<file path="src/rtl/rx_iq_fetch.sv">
// rx_iq_fetch: drains the rx ADC CDC FIFO (FWFT, 4xIQ words).
// After each enable it discards a short burst of stale words, then picks one
// antenna. It removes DC per component with a running average and emits a
// registered single-antenna {Q,I} sample stream.
module rx_iq_fetch #(
    parameter int IQ_DATA_WIDTH = 16,
    parameter int DC_SHIFT      = 4,
    parameter int FLUSH_LEN     = 8
) (
    input  logic                       acc_clk,
    input  logic                       acc_rstn,
    input  logic                       enable,
    input  logic                       ant_sel,
    input  logic                       dc_bypass,
    input  logic [4*IQ_DATA_WIDTH-1:0] data_from_fifo,
    input  logic                       emptyn_from_fifo,
    output logic                       fifo_rd_en,
    output logic [2*IQ_DATA_WIDTH-1:0] sample_iq,
    output logic                       sample_valid,
    output logic [31:0]                sample_count,
    output logic [1:0]                 fetch_state
);

    localparam int IQW  = IQ_DATA_WIDTH;
    localparam int ACCW = IQ_DATA_WIDTH + DC_SHIFT;

    // Clamp limits for the difference, expressed at accumulator width
    localparam logic signed [ACCW-1:0] SAT_MAX = {{(DC_SHIFT + 1){1'b0}}, {(IQW - 1){1'b1}}};
    localparam logic signed [ACCW-1:0] SAT_MIN = {{(DC_SHIFT + 1){1'b1}}, {(IQW - 1){1'b0}}};
    localparam logic [7:0]             FLUSH_LAST = 8'(FLUSH_LEN - 1);

    typedef enum logic [1:0] {
        ST_IDLE  = 2'd0,
        ST_FLUSH = 2'd1,
        ST_RUN   = 2'd2
    } state_t;

    state_t              state_q;
    logic [7:0]          flush_cnt_q;
    logic [2*IQW-1:0]    sample_iq_q;
    logic                sample_valid_q;
    logic [31:0]         sample_count_q;

    logic                acc_clr;
    logic                run_pop;
    logic [2*IQW-1:0]    result;

    // Pop strobe: only in FLUSH/RUN, only with data present, never during reset
    always_comb begin
        fifo_rd_en = 1'b0;
        if (acc_rstn && enable && emptyn_from_fifo &&
            (state_q == ST_FLUSH || state_q == ST_RUN)) begin
            fifo_rd_en = 1'b1;
        end
    end

    // A fresh enable clears the DC history; only RUN pops feed the averager
    assign acc_clr = (state_q == ST_IDLE) && enable;
    assign run_pop = (state_q == ST_RUN) && fifo_rd_en;

    // Per-component DC removal: gi=0 handles I, gi=1 handles Q
    for (genvar gi = 0; gi < 2; gi++) begin : g_dc
        logic signed [IQW-1:0]  x;
        logic signed [IQW-1:0]  y_sat;
        logic signed [ACCW-1:0] acc_q;
        logic signed [ACCW-1:0] acc_d;
        logic signed [ACCW-1:0] dc;
        logic signed [ACCW-1:0] diff;

        assign x    = ant_sel ? data_from_fifo[(2 + gi)*IQW +: IQW]
                              : data_from_fifo[gi*IQW +: IQW];
        assign dc   = acc_q >>> DC_SHIFT;
        assign diff = {{DC_SHIFT{x[IQW-1]}}, x} - dc;
        // The leaky average keeps acc bounded, so this sum cannot overflow
        assign acc_d = acc_q + diff;

        // Clamp the DC-corrected value back into IQW signed range
        always_comb begin
            if (diff > SAT_MAX) begin
                y_sat = SAT_MAX[IQW-1:0];
            end else if (diff < SAT_MIN) begin
                y_sat = SAT_MIN[IQW-1:0];
            end else begin
                y_sat = diff[IQW-1:0];
            end
        end

        assign result[gi*IQW +: IQW] = dc_bypass ? x : y_sat;

        // Running accumulator, updated on every RUN pop regardless of bypass
        always_ff @(posedge acc_clk) begin
            if (!acc_rstn || acc_clr) begin
                acc_q <= '0;
            end else if (run_pop) begin
                acc_q <= acc_d;
            end
        end
    end

    // Fetch FSM with registered sample outputs
    always_ff @(posedge acc_clk) begin
        if (!acc_rstn) begin
            state_q        <= ST_IDLE;
            flush_cnt_q    <= '0;
            sample_iq_q    <= '0;
            sample_valid_q <= 1'b0;
            sample_count_q <= '0;
        end else begin
            sample_valid_q <= 1'b0;
            case (state_q)
                ST_IDLE: begin
                    if (enable) begin
                        state_q        <= ST_FLUSH;
                        flush_cnt_q    <= '0;
                        sample_count_q <= '0;
                    end
                end
                ST_FLUSH: begin
                    if (!enable) begin
                        state_q <= ST_IDLE;
                    end else if (fifo_rd_en) begin
                        flush_cnt_q <= flush_cnt_q + 8'd1;
                        if (flush_cnt_q == FLUSH_LAST) begin
                            state_q <= ST_RUN;
                        end
                    end
                end
                ST_RUN: begin
                    if (!enable) begin
                        state_q <= ST_IDLE;
                    end else if (fifo_rd_en) begin
                        sample_iq_q    <= result;
                        sample_valid_q <= 1'b1;
                        sample_count_q <= sample_count_q + 32'd1;
                    end
                end
                default: begin
                    state_q <= ST_IDLE;
                end
            endcase
        end
    end

    assign sample_iq    = sample_iq_q;
    assign sample_valid = sample_valid_q;
    assign sample_count = sample_count_q;
    assign fetch_state  = state_q;

endmodule

</file>
<file path="config.mk">
export PLATFORM = sky130hd
export DESIGN_NAME = rx_iq_fetch
export DESIGN_NICKNAME = d
export VERILOG_FILES = /design/src/rtl/rx_iq_fetch.sv
export SDC_FILE = /design/constraint.sdc
export NUM_CORES = 1
export LEC_CHECK = 0
export CAP_MARGIN = 15
export CORE_MARGIN = 2
export CORE_UTILIZATION = 40
export CTS_CLUSTER_DIAMETER = 60
export CTS_CLUSTER_SIZE = 30
export DETAILED_ROUTE_END_ITERATION = 6
export HOLD_SLACK_MARGIN = 0.03
export PLACE_DENSITY = 0.59
export SLEW_MARGIN = 5
export SYNTH_ARGS = -nofsm -noshare
export SYNTH_HDL_FRONTEND = slang
export SYNTH_SLANG_ARGS = --single-unit
export TNS_END_PERCENT = 1
</file>
<file path="constraint.sdc">
create_clock -name acc_clk -period 9.2 [get_ports acc_clk]
set_input_delay 2.76 -clock acc_clk [delete_from_list [all_inputs] [get_ports acc_clk]]
set_output_delay 2.76 -clock acc_clk [all_outputs]
set_load 0.01 [all_outputs]
</file>
==> summary.txt, run 1 <==
Worst setup path
  – Critical path fanouts, max: 25
  – Worst r2r src: g_dc[0].acc_q[4]
  – Worst setup SP type: input pin
  – Setup crit start: ant_sel
  – Crit. End Element: register
  – Setup CP Type: in -> reg
  – Req. time, crit path: 9.54 ns
  – Worst reg2reg path depth: 17
  – CP arrival: 7.69 ns

Power
  – Leakage power: 3.92 nW
  – Maximum vdd drop: 0.000113 V
  – Cell Pwr Density: 141 nW/um2
  – Power Total: 1.46 mW

Detailed routing
  – Initial drt markers: 315
  – Residual DRC count: 0
  – Via count: 7561
  – Total wire length: 22.5 mm
  – Wirelength per Cell: 15.5 um
  – DR pass1 iterations: 5
  – Final antenna-violating net count: 0
  – Drt via density: 5.23

STA
  – Max Freq: 0.136 GHz
  – Max-slew violations: 0
  – Final Hold Viols: 0
  – Final worst path period need: 7.36 ns
  – Slew @ Worst Pin: 1.13 ns
  – RSZ-0062 raised after global routing: no
  – Rel. slew slack: 24.5%
  – Setup WS post-layout: 1.84 ns
  – Hold WS: 0.452 ns
  – Final period util: 79.9%
  – Final setup vio count: 0
  – Clock skew: 0.00811 ns
  – Setup TNS: 0 ns

Hold path
  – Worst Hold Class: reg -> reg
  – Worst hold stages: 2
  – Hold Path Origin: sample_iq[7]

Floorplan
  – Chip height: 147 um
  – Starting density of the core: 40.5%
  – Die ar.: 21500 um2
  – Core area: 20100 um2
  – I/O Pins: 138
  – Die Width: 147 um
  – Row Count: 52

Clock network
  – Post-CTS sizing: 0
  – Clock transition at path regs: 0.06 ns
  – Cts bufs inserted: 17
  – H-Tree Depth: 4
  – Post-CTS Setup Bufs: 0
  – # clock sinks: 115
  – Clk_lat worst skew: 0.43 ns
  – CTS tree: done
  – # hold bufs at CTS: 0
  – Clock Root Buffer: clkbuf_16
  – Largest buffer count on any clock path: 2

GRT
  – Largest net degree at the start of global routing: 41
  – GRT Residual Overflow: 0
  – Global-route met1 utilization: 27.9%
  – GRT Util Overall: 21.0%
  – Initial antenna violation count: 0
  – First-pass GRT wire length: 36.7 mm
  – GR Layer Usage met2: 34.9%
  – Most Used Layer, Global Route: met2
  – Met3 Use GR: 3.48%
  – Vias in the first global route: 7116

Placement
  – Hpwl dp: 16.6 mm
  – Post-place setup slack: 1.46 ns
  – GPL Wtd Cong: 0.883
  – Port bufs: 137

Synthesis
  – Mean area per synthesized cell: 7.89 um2
  – Synth unique cells: 62
  – Sequential area share after synthesis: 28.2%
  – Post-synth net total: 1182
  – Synthesized instance count: 1033
  – Top FF cell, synth: dfxtp_1
  – Synth top area share: 28.2%
  – Ys async rst share: 0%
  – Post-synth EDFFs: 0
  – Synth top area cells: dfxtp_1, ha_1, a21oi_1
  – Mapped cell area: 8150 um2
  – Flops & latches, synth: 115
  – Yosys warning count: 0
  – Cell taking the most area after synthesis: dfxtp_1

Outcome
  – Status: completed

Job
  – Max cap viols: 0

Layout
  – Util after Layout: 51.4%
  – Antenna Cells: 0
  – Share of cells above drive strength 1: 7.14%
  – Layout Nets: 1313
  – Synth-to-layout area growth: 26.8%
## layout by cell type, fill, tap and decap left out, types with 4 or more instances in the layout
master           count
o31a_1               5
a21o_1              15
o21bai_1             7
xor2_1              40
clkbuf_16           17
buf_4                8
and2_1               5
o21ai_0             43
nand2b_1             7
o31ai_1             23
o21a_1              14
mux2i_1              4
or2_2                4
or3_1                9
a211oi_1            13
and3_1              14
nor3_1              14
clkinv_4             6
nor2_1             110
fa_1                 4
ha_1                75
a211o_1              4
nor2b_1             15
clkdlybuf4s50_1    136
mux2_2              30
dfxtp_1            115
o211ai_1            10
o21ai_1              5
nand2_1            115
xnor2_1             49
a31oi_1              8
inv_1               57
clkinvlp_4           4
nand4_1             11
a21boi_0             4
a22oi_1              7
nand3_1             25
a21oi_1            102
## final timing paths
kind / endpoint / slack [ns]
max: g_dc[0].acc_q[19] / 1.84
min reg2reg: sample_iq[7] / 0.45
max reg2reg: g_dc[0].acc_q[19] / 4.73
min: sample_iq[7] / 0.45
## stage by stage
step | cells | cell area [um2]
final | 1447 | 10300
after global routing | 1447 | 10300
after CTS | 1447 | 10300
after detailed placement | 1415 | 9800
after global placement | 1415 | 9800
after floorplan | 1033 | 8150
## routing by layer
metal  wire length [um]  vias up
met5                  0        -
met4                340        0
li1                   -     3927
met1              10900     3497
met3                647       15
met2              10600      122
## registers in the layout (all words and copies together), names as in the netlist
signal and count:
fetch_state 2, sample_iq 32, g_dc.acc_q 40, sample_valid 1, flush_cnt_q 8, sample_count 32
## critical path: stages
cell	delay, ns
buf_2	0.53
buf_4	0.31
mux2_2	0.37
ha_1	0.32
o21ai_1	0.28
a21o_1	0.14
nor2b_1	0.15
xnor2_1	0.17
ha_1	0.32
o21a_1	0.20
o21a_1	0.18
a2111o_1	0.40
a31oi_1	0.33
o21ai_0	0.21
o41ai_1	0.42
xor2_1	0.13
or3_1	0.32
a21oi_1	0.14
## power by group
| part | switching (mW) | leakage, nW | total (mW) | internal [mW] |
|---|---|---|---|---|
| Sequential | 0.00491 | 0.927 | 0.509 | 0.504 |
| Clock | 0.264 | 0.253 | 0.610 | 0.346 |
| Combinational | 0.194 | 2.74 | 0.342 | 0.149 |
| Total | 0.462 | 3.92 | 1.46 | 0.999 |
## area by class of cell
type	count	area, um2
clock buffer	18	429
clock inverter	14	110
fill	1986	9770
inverter	58	218
multi-input combinational	827	5520
sequential	115	2300
tap	270	338
timing repair buffer	145	1430
## Yosys cell counts, types with 6 or more instances
library cell	number
a21o_1	15
nand2_1	117
o21bai_1	7
xor2_1	40
o211ai_1	10
o21ai_1	6
and3_1	14
mux2_2	30
ha_1	75
a31oi_1	8
dfxtp_1	115
a21oi_1	102
clkbuf_1	27
a211oi_1	13
nor3_1	14
nand3_1	25
nand2b_1	7
o31ai_1	23
or3_1	9
o21a_1	14
nor2_1	110
inv_1	57
o21ai_0	43
nand4_1	11
nor2b_1	15
a22oi_1	7
xnor2_1	49
## cells by family after synthesis
logic type,count (synthesis),synth area share (%)
mux,34,4.64
fa+ha+maj,79,12.5
buf+inv,91,4.21
xor+xnor,89,9.56
flops,115,28.2
simple gates,344,19.0
compound gates,281,21.8
No activity file was read; power rests on OpenSTA's default activity.
==> run 2: changes to the inputs <==
--- a/config.mk
+++ b/config.mk
@@ -12,7 +12,7 @@
 export CTS_CLUSTER_SIZE = 30
 export DETAILED_ROUTE_END_ITERATION = 6
 export HOLD_SLACK_MARGIN = 0.03
-export PLACE_DENSITY = 0.59
+export PLACE_DENSITY = 0.61
 export SLEW_MARGIN = 5
 export SYNTH_ARGS = -nofsm -noshare
 export SYNTH_HDL_FRONTEND = slang
==> constraint.sdc (replaced) <==
create_clock -name acc_clk -period 6.1 [get_ports acc_clk]
set_input_delay 1.83 -clock acc_clk [delete_from_list [all_inputs] [get_ports acc_clk]]
set_output_delay 1.83 -clock acc_clk [all_outputs]
set_load 0.01 [all_outputs]
==> run 2 against run 1 <==
Cell count grew 5.9%. Clock power rose by 70%. Utilization is 3.7 points higher. Largest cell class unchanged. Via count increased by 5.4%. Critical path type unchanged.
==> summary.txt, run 2 (same netlist as run 1, synthesis figures left out) <==
GRT
  – GRT Residual Overflow: 0 (unchanged)
  – Initial antenna violation count: 0 (unchanged)
  – GRT Util Overall: 21.2% (was 21.0%)
  – Vias in the first global route: 7666 (was 7116)
  – First-pass GRT wire length: 37.3 mm (was 36.7 mm)
  – Largest net degree at the start of global routing: 40 (was 41)

Layout
  – Layout Nets: 1398 (was 1313)
  – Util after Layout: 55.1% (was 51.4%)
  – Final non-filler cell total: 1532 (was 1447)
  – Commonest cells after routing, fill and taps aside: clkdlybuf4s50_1, nand2_1, dfxtp_1, nor2_1, a21oi_1 (unchanged)
  – Share of cells above drive strength 1: 13.9% (was 7.14%)
  – Seq. cell area: 2300 um2 (unchanged)
  – Most flops, register: g_dc.acc_q (unchanged)
  – Fill count: 1904 (was 1986)
  – Commonest non-fill, non-tap cell in the layout: clkdlybuf4s50_1 (unchanged)
  – Synth-to-layout area growth: 35.9% (was 26.8%)
  – Max reg flops: 40 (unchanged)
  – Multi-input gate area: 5540 um2 (was 5520 um2)
  – Antenna Cells: 0 (unchanged)

STA
  – Max Freq: 0.172 GHz
  – Final Hold Viols: 0 (unchanged)
  – Setup WS post-layout: 0.273 ns (was 1.84 ns)
  – Final setup vio count: 0 (unchanged)
  – Clock skew: 0.00926 ns (was 0.00811 ns)
  – Slew @ Worst Pin: 0.844 ns (was 1.13 ns)
  – Rel. slew slack: 43.5% (was 24.5%)
  – RSZ-0062 raised after global routing: yes (was no)
  – Final period util: 95.5%
  – Final worst path period need: 5.83 ns
  – Max-slew violations: 0 (unchanged)

Clock network
  – CTS tree: done (unchanged)
  – # hold bufs at CTS: 0 (unchanged)
  – H-Tree Depth: 4 (unchanged)
  – Clock transition at path regs: 0.06 ns (about the same)
  – Cts bufs inserted: 17 (unchanged)
  – # clock sinks: 115 (unchanged)
  – Largest buffer count on any clock path: 2 (unchanged)
  – Clk_lat worst skew: 0.42 ns (was 0.43 ns)
  – Clock Root Buffer: clkbuf_16 (unchanged)

Placement
  – Port bufs: 137 (unchanged)
  – Post-place setup slack: -0.206 ns (was 1.46 ns)
  – GPL Wtd Cong: 0.906 (was 0.883)
  – Hpwl dp: 17.1 mm (was 16.6 mm)
  – Post-placement cell count: 1499 (was 1415)

Floorplan
  – Die ar.: 21500 um2 (unchanged)
  – Starting density of the core: 40.5% (unchanged)
  – Die Width: 147 um (unchanged)
  – Row Count: 52 (unchanged)
  – Core area: 20100 um2 (unchanged)
  – I/O Pins: 138 (unchanged)
  – Chip height: 147 um (unchanged)

Detailed routing
  – Final antenna-violating net count: 0 (unchanged)
  – Via count: 7967 (was 7561)
  – Drt via density: 5.20 (was 5.23)
  – Initial drt markers: 401 (was 315)
  – Wirelength per Cell: 14.8 um (was 15.5 um)
  – Residual DRC count: 0 (unchanged)
  – Total wire length: 22.6 mm (was 22.5 mm)
  – DR pass1 iterations: 5 (unchanged)

Power
  – Cell Pwr Density: 217 nW/um2 (was 141 nW/um2)
  – Maximum vdd drop: 0.000155 V (was 0.000113 V)
  – Power Total: 2.41 mW (was 1.46 mW)
  – Leakage power: 4.39 nW (was 3.92 nW)

Job
  – Max cap viols: 0 (unchanged)

Worst setup path
  – Worst setup SP type: input pin (unchanged)
  – Critical path fanouts, max: 3 (was 25)
  – CP arrival: 6.16 ns (was 7.69 ns)
  – Crit. End Element: register (unchanged)
  – Req. time, crit path: 6.43 ns (was 9.54 ns)
  – Worst reg2reg path depth: 20 (was 17)
  – Setup CP Type: in -> reg (unchanged)

Outcome
  – Status: completed (unchanged)

Hold path
  – Worst hold stages: 2 (unchanged)
  – Worst Hold Class: reg -> reg (unchanged)
## run 2: worst paths after layout
path	from	end	slack, ns
worst max-delay path	data_from_fifo[48]	g_dc[1].acc_q[19]	0.27
worst max register to register	g_dc[1].acc_q[4]	g_dc[1].acc_q[19]	1.91
worst min register to register	sample_iq[23]	sample_iq[23]	0.45
worst min-delay path	sample_iq[23]	sample_iq[23]	0.45
## run 2: stage by stage
stage / hold slack [ns] / TNS [ns] / instance area, um2
5_1_grt: 0.473 / -0.0671 / 11100
2_1_floorplan: 0.436 / 0 / 8160
3_5_place_dp: 0.441 / -0.350 / 10400
6_report: 0.452 / 0 / 11100
4_1_cts: 0.456 / 0 / 11000
3_3_place_gp: 0.436 / -0.121 / 10400
## run 2: power by group
group          switching, mW  leakage [nW]  internal, mW
clock network          0.418         0.301         0.627
registers            0.00733         0.927         0.760
logic                  0.309          3.16         0.287
total                  0.735          4.39          1.67
## run 2: worst max-delay path, stage by stage
cell and delay (ns):
clkdlybuf4s50_1 0.41, mux2i_2 0.19, ha_1 0.20, inv_1 0.05, fa_1 0.42, a21oi_2 0.17, nor2_1 0.09, nor3_2 0.20
nor2b_1 0.08, o21ai_0 0.18, nor2b_2 0.18, xnor2_1 0.15, ha_1 0.29, nand4_1 0.10, a21oi_1 0.07, a211oi_2 0.32
o21ai_2 0.12, o41a_1 0.34, a31oi_1 0.20, xnor2_1 0.09, or3_1 0.31, a21oi_1 0.15
## run 2: cell type report
class,instances,area share (%)
Inverter,58,1.97
Timing Repair Buffer,230,18.7
Tap cell,270,3.05
Clock buffer,18,3.96
Multi-Input combinational cell,827,50.0
Sequential cell,115,20.8
Clock inverter,14,1.50
## run 2: routing by layer
metal  global-route usage, %  part of all wire (%)  vias up
li1                        -                     -     4100
met1                    28.1                    48     3686
met2                    35.7                    47      156
met3                    3.42                   3.9       25
met4                    6.07                   1.4        0
met5                       0                     0        -
## run 2: repair_timing
| item | 4_1_cts | 5_1_grt |
|---|---|---|
| resized for setup | 0 | 6 |
| buffers inserted | 0 | 1 |
| setup endpoints to repair | 0 | 3 |
